File: config.mk
export PLATFORM = sky130hd
export DESIGN_NAME = rom_rr_arbiter
export DESIGN_NICKNAME = d
export VERILOG_FILES = /design/src/rtl/rom_rr_arbiter.sv
export SDC_FILE = /design/constraint.sdc
export NUM_CORES = 1
export LEC_CHECK = 0
export BUFFER_PORTS_ARGS = -buffer_cell sky130_fd_sc_hd__buf_4
export CORE_AREA = 2 2 45 47
export CTS_CLUSTER_DIAMETER = 30
export DETAILED_ROUTE_END_ITERATION = 6
export DIE_AREA = 0 0 47 49
export GPL_TIMING_DRIVEN = 1
export MAX_ROUTING_LAYER = met4
export PLACE_DENSITY = 0.71
export SLEW_MARGIN = 40
export SYNTH_ARGS = -nofsm -noshare
export SYNTH_HDL_FRONTEND = slang
export SYNTH_SLANG_ARGS = --single-unit
export TNS_END_PERCENT = 100
File: constraint.sdc
create_clock -name clk -period 3.7 [get_ports clk]
set_input_delay 0.37 -clock clk [delete_from_list [all_inputs] [get_ports clk]]
set_output_delay 0.37 -clock clk [all_outputs]
set_load 0.02 [all_outputs]
File: src/rtl/rom_rr_arbiter.sv
// Round-robin arbiter sharing one single-port ROM between NREQ lookup clients.
// Optional build macro ROM_RSP_REG_EN adds a response register (2-cycle latency).
module rom_rr_arbiter #(
    parameter int NREQ = 4,
    parameter int AW   = 5,
    parameter int DW   = 4
) (
    input  logic                 clk,
    input  logic                 rst_n,
    input  logic                 arb_en,
    input  logic [NREQ-1:0]      req,
    input  logic [NREQ*AW-1:0]   req_addr,
    output logic [NREQ-1:0]      gnt,
    output logic                 rom_en,
    output logic [AW-1:0]        rom_addr,
    input  logic [DW-1:0]        rom_data,
    output logic [NREQ-1:0]      rsp_valid,
    output logic [DW-1:0]        rsp_data,
    output logic                 busy
);

    localparam int PW = (NREQ > 1) ? $clog2(NREQ) : 1;

    logic [PW-1:0]   ptr;
    logic [PW-1:0]   gidx;
    logic            found;
    int              idx;
    logic [NREQ-1:0] vld_p0;

    // Search order starts at ptr and wraps at NREQ-1, so non-power-of-2 NREQ works.
    always_comb begin
        gnt   = '0;
        gidx  = '0;
        found = 1'b0;
        idx   = 0;
        for (int k = 0; k < NREQ; k++) begin
            idx = int'(ptr) + k;
            if (idx >= NREQ) idx = idx - NREQ;
            if (!found && rst_n && arb_en && req[idx]) begin
                found = 1'b1;
                gidx  = PW'(idx);
            end
        end
        if (found) gnt[gidx] = 1'b1;
    end

    always_comb begin
        rom_addr = '0;
        for (int i = 0; i < NREQ; i++) begin
            if (gnt[i]) rom_addr = req_addr[i*AW +: AW];
        end
    end

    assign rom_en = |gnt;

    always_ff @(posedge clk or negedge rst_n) begin
        if (!rst_n) begin
            ptr <= '0;
        end else if (found) begin
            ptr <= (gidx == PW'(NREQ - 1)) ? '0 : gidx + PW'(1);
        end
    end

    // ---- stage p0: ROM address registered, response valid one cycle after grant
    always_ff @(posedge clk or negedge rst_n) begin
        if (!rst_n) begin
            vld_p0 <= '0;
        end else begin
            vld_p0 <= gnt;
        end
    end

`ifdef ROM_RSP_REG_EN
    logic [NREQ-1:0] vld_p1;
    logic [DW-1:0]   data_p1;

    // ---- stage p1: ROM word captured, held between responses
    always_ff @(posedge clk or negedge rst_n) begin
        if (!rst_n) begin
            vld_p1  <= '0;
            data_p1 <= '0;
        end else begin
            vld_p1 <= vld_p0;
            if (|vld_p0) data_p1 <= rom_data;
        end
    end

    assign rsp_valid = vld_p1;
    assign rsp_data  = data_p1;
    assign busy      = (|vld_p0) | (|vld_p1);
`else
    assign rsp_valid = vld_p0;
    assign rsp_data  = (|vld_p0) ? rom_data : '0;
    assign busy      = |vld_p0;
`endif

endmodule

==> impl_metrics.env <==
export IMPL_status="complete, no violations"
export IMPL_cts_hold_buffers=1
export IMPL_tns_ns=0
export IMPL_initial_core_util=0.328
export IMPL_diodes=0
export IMPL_crit_path_end_kind="output port"
export IMPL_core_area_um2=1840
export IMPL_ant_nets=0
export IMPL_cts_setup_buffers=0
export IMPL_fin_crit_sh=0.782
export IMPL_finalWorstSetupSlack_ns=0.808
export IMPL_instances_no_fill=162
export IMPL_final_cell_area_um2=1020
export IMPL_final_nets=172
export IMPL_power_density_nw_per_um2=276
export IMPL_fin_hold_ws_ns=0.478
export IMPL_io_pins=50
export IMPL_reg2reg_slack_ns=1.88
export IMPL_antenna_found_initial=0
export IMPL_cts_tree="yes"
export IMPL_grt_pass1_wl_um=2730
export IMPL_crit_arrival_ns=2.52
export IMPL_startpoint_type="input pin"
export IMPL_crit_end="rom_addr[0]"
export IMPL_grt_use_total=0.165
export IMPL_via_per_inst=4.74
export IMPL_postLayoutCoreUtil=0.556
export IMPL_worst_pin_slew_ns=0.445
export IMPL_cellLeakagePower_nw=0.559
export IMPL_whs_path_depth=3
export IMPL_clk_pin_slew_ns=0.05
export IMPL_place_area_um2=992
export IMPL_critPathMaxStageDelay_ns=0.55
export IMPL_die_width_um=47
export IMPL_r2r_worst_path_cells=6
export IMPL_yosysUniqueCellTypes=23
export IMPL_dp_cells=158
export IMPL_syn_area_um2=604
export IMPL_path_cells="dlygate4sd3_1, buf_4, nand2_1, or3_1, ha_1, a21oi_1, o21ai_0, a22oi_1, nor2_1, buf_4"
export IMPL_r2r_end="rsp_valid[3]"
export IMPL_layout_common_cells="buf_4 (49), a21oi_1 (15), nand2_1 (10)"
export IMPL_first_global_vias=706
export IMPL_drive_gt1_frac=0.415
export IMPL_syn_to_final_growth_pct=69.6
export IMPL_clock_skew_ns=0.00383
export IMPL_yosys_register_bits=6
export IMPL_cts_buffer_depth=2
export IMPL_dieHeight_um=49
export IMPL_routabilityCongestion=0.776
export IMPL_finalCriticalPeriod_ns=2.89
export IMPL_hpwl_um=1400
export IMPL_synth_area_per_cell_um2=7.11
export IMPL_drtIter0Drc=9
export IMPL_yosysSeqAreaShare=0.248
export IMPL_setup_viol=0
export IMPL_max_cap_viol_count=0
export IMPL_grt_overflow_total=0
export IMPL_crit_start="rst_n"
export IMPL_synthesis_nets=120
export IMPL_crit_fanout=11
export IMPL_wl_per_cell_um=11.1
export IMPL_timing_critical_path_mode_cell="buf_4"
export IMPL_clkLatencyLatePin_ns=0.24
export IMPL_fp_dieArea_um2=2300
export IMPL_cts_buffers=3
export IMPL_hold_path_class="input pin to register"
export IMPL_htreeDepth=1
export IMPL_grt_max_degree=12
export IMPL_place_ws_ns=1.26
export IMPL_rows=16
export IMPL_dr_pass1_iters=4
export IMPL_final_hold_viol_count=0
export IMPL_drc=0
export IMPL_via_count=768
export IMPL_ir_worst_vdd_uv=109
export IMPL_r2r_start="ptr[1]"
export IMPL_final_max_slew_viol_count=0
export IMPL_routed_wl_um=1790
export IMPL_rsz0062_at_grt="false"
export IMPL_synth_cells=85
export IMPL_crit_required_ns=3.33
export IMPL_synth_warnings=0
export IMPL_port_buffers=49
export IMPL_final_common_cell="buf_4"
export IMPL_cts_root_buf="clkbuf_4"
export IMPL_fmax_mhz=346
export IMPL_clock_sinks=6
export IMPL_criticalPathCategory="input pin to output port"
export IMPL_cts_resized=0
export IMPL_slew_headroom=0.701
export IMPL_crit_slowest_cell="dlygate4sd3_1"
export IMPL_power_mw=0.283
==> layer usage <==
metal	share of wire	wire, um	GRT usage	vias to the layer above
met1	0.42	747	0.171	345
met4	0.0078	14	0.0833	0
met5	0	0	-	-
met2	0.51	910	0.295	29
met3	0.066	118	0.0111	2
li1	-	-	-	392
==> report_power, final <==
group	internal, mW	switching (mW)
sequential	0.0731	0.0118
clock	0.0366	0.0222
combinational	0.0709	0.0682
==> cell usage after synthesis (all sizes together) <==
library cell	instances	area, um2
a22oi	5	37.5
buf	2	10.0
inv	7	26.3
nor2	7	26.3
ha	4	50.1
or3	1	6.26
nand2	10	37.5
clkbuf	1	3.75
nor4	1	12.5
a21oi	15	75.1
and3b	2	18.8
and2	4	25.0
a21o	1	8.76
o31ai	1	7.51
nand2b	3	26.3
dfrtp	6	150
nand4	1	6.26
nor2b	5	31.3
o21ai	8	40.0
nor3	1	5.00
==> layout make-up <==
class | count | area, um2
Inverter | 7 | 26.3
Clock buffer | 3 | 22.5
Multi-Input combinational cell | 69 | 414
Sequential cell | 6 | 150
Tap cell | 27 | 33.8
Timing Repair Buffer | 50 | 378
Fill cell | 182 | 817
==> worst max-delay path: cells and delay by family <==
family,cells,cell delay (ns)
compound gates,3,0.40
simple gates,3,0.56
fa+ha+maj,1,0.31
buf+inv,3,0.88
==> flip-flops by register name, summed over array words and instances (netlist names) <==
signal     cells
rsp_valid      4
ptr            2
==> cells by family after synthesis <==
family / count (synthesis) / share of synthesized area
buffers and inverters: 10 / 0.0663
adder cells (fa/ha/maj): 4 / 0.0828
AO/OA/AOI/OAI: 30 / 0.280
flip-flops: 6 / 0.248
AND/OR/NAND/NOR: 35 / 0.323
==> worst min path at each step <==
| stage | startpoint | to |
|---|---|---|
| global route | rst_n | ptr[0] |
| global placement | rst_n | ptr[0] |
| CTS | req[0] | ptr[0] |
| detailed placement | rst_n | rsp_valid[0] |
| finish | req[0] | ptr[0] |
| floorplan | rst_n | ptr[0] |
(Power assumes the default switching activity.)
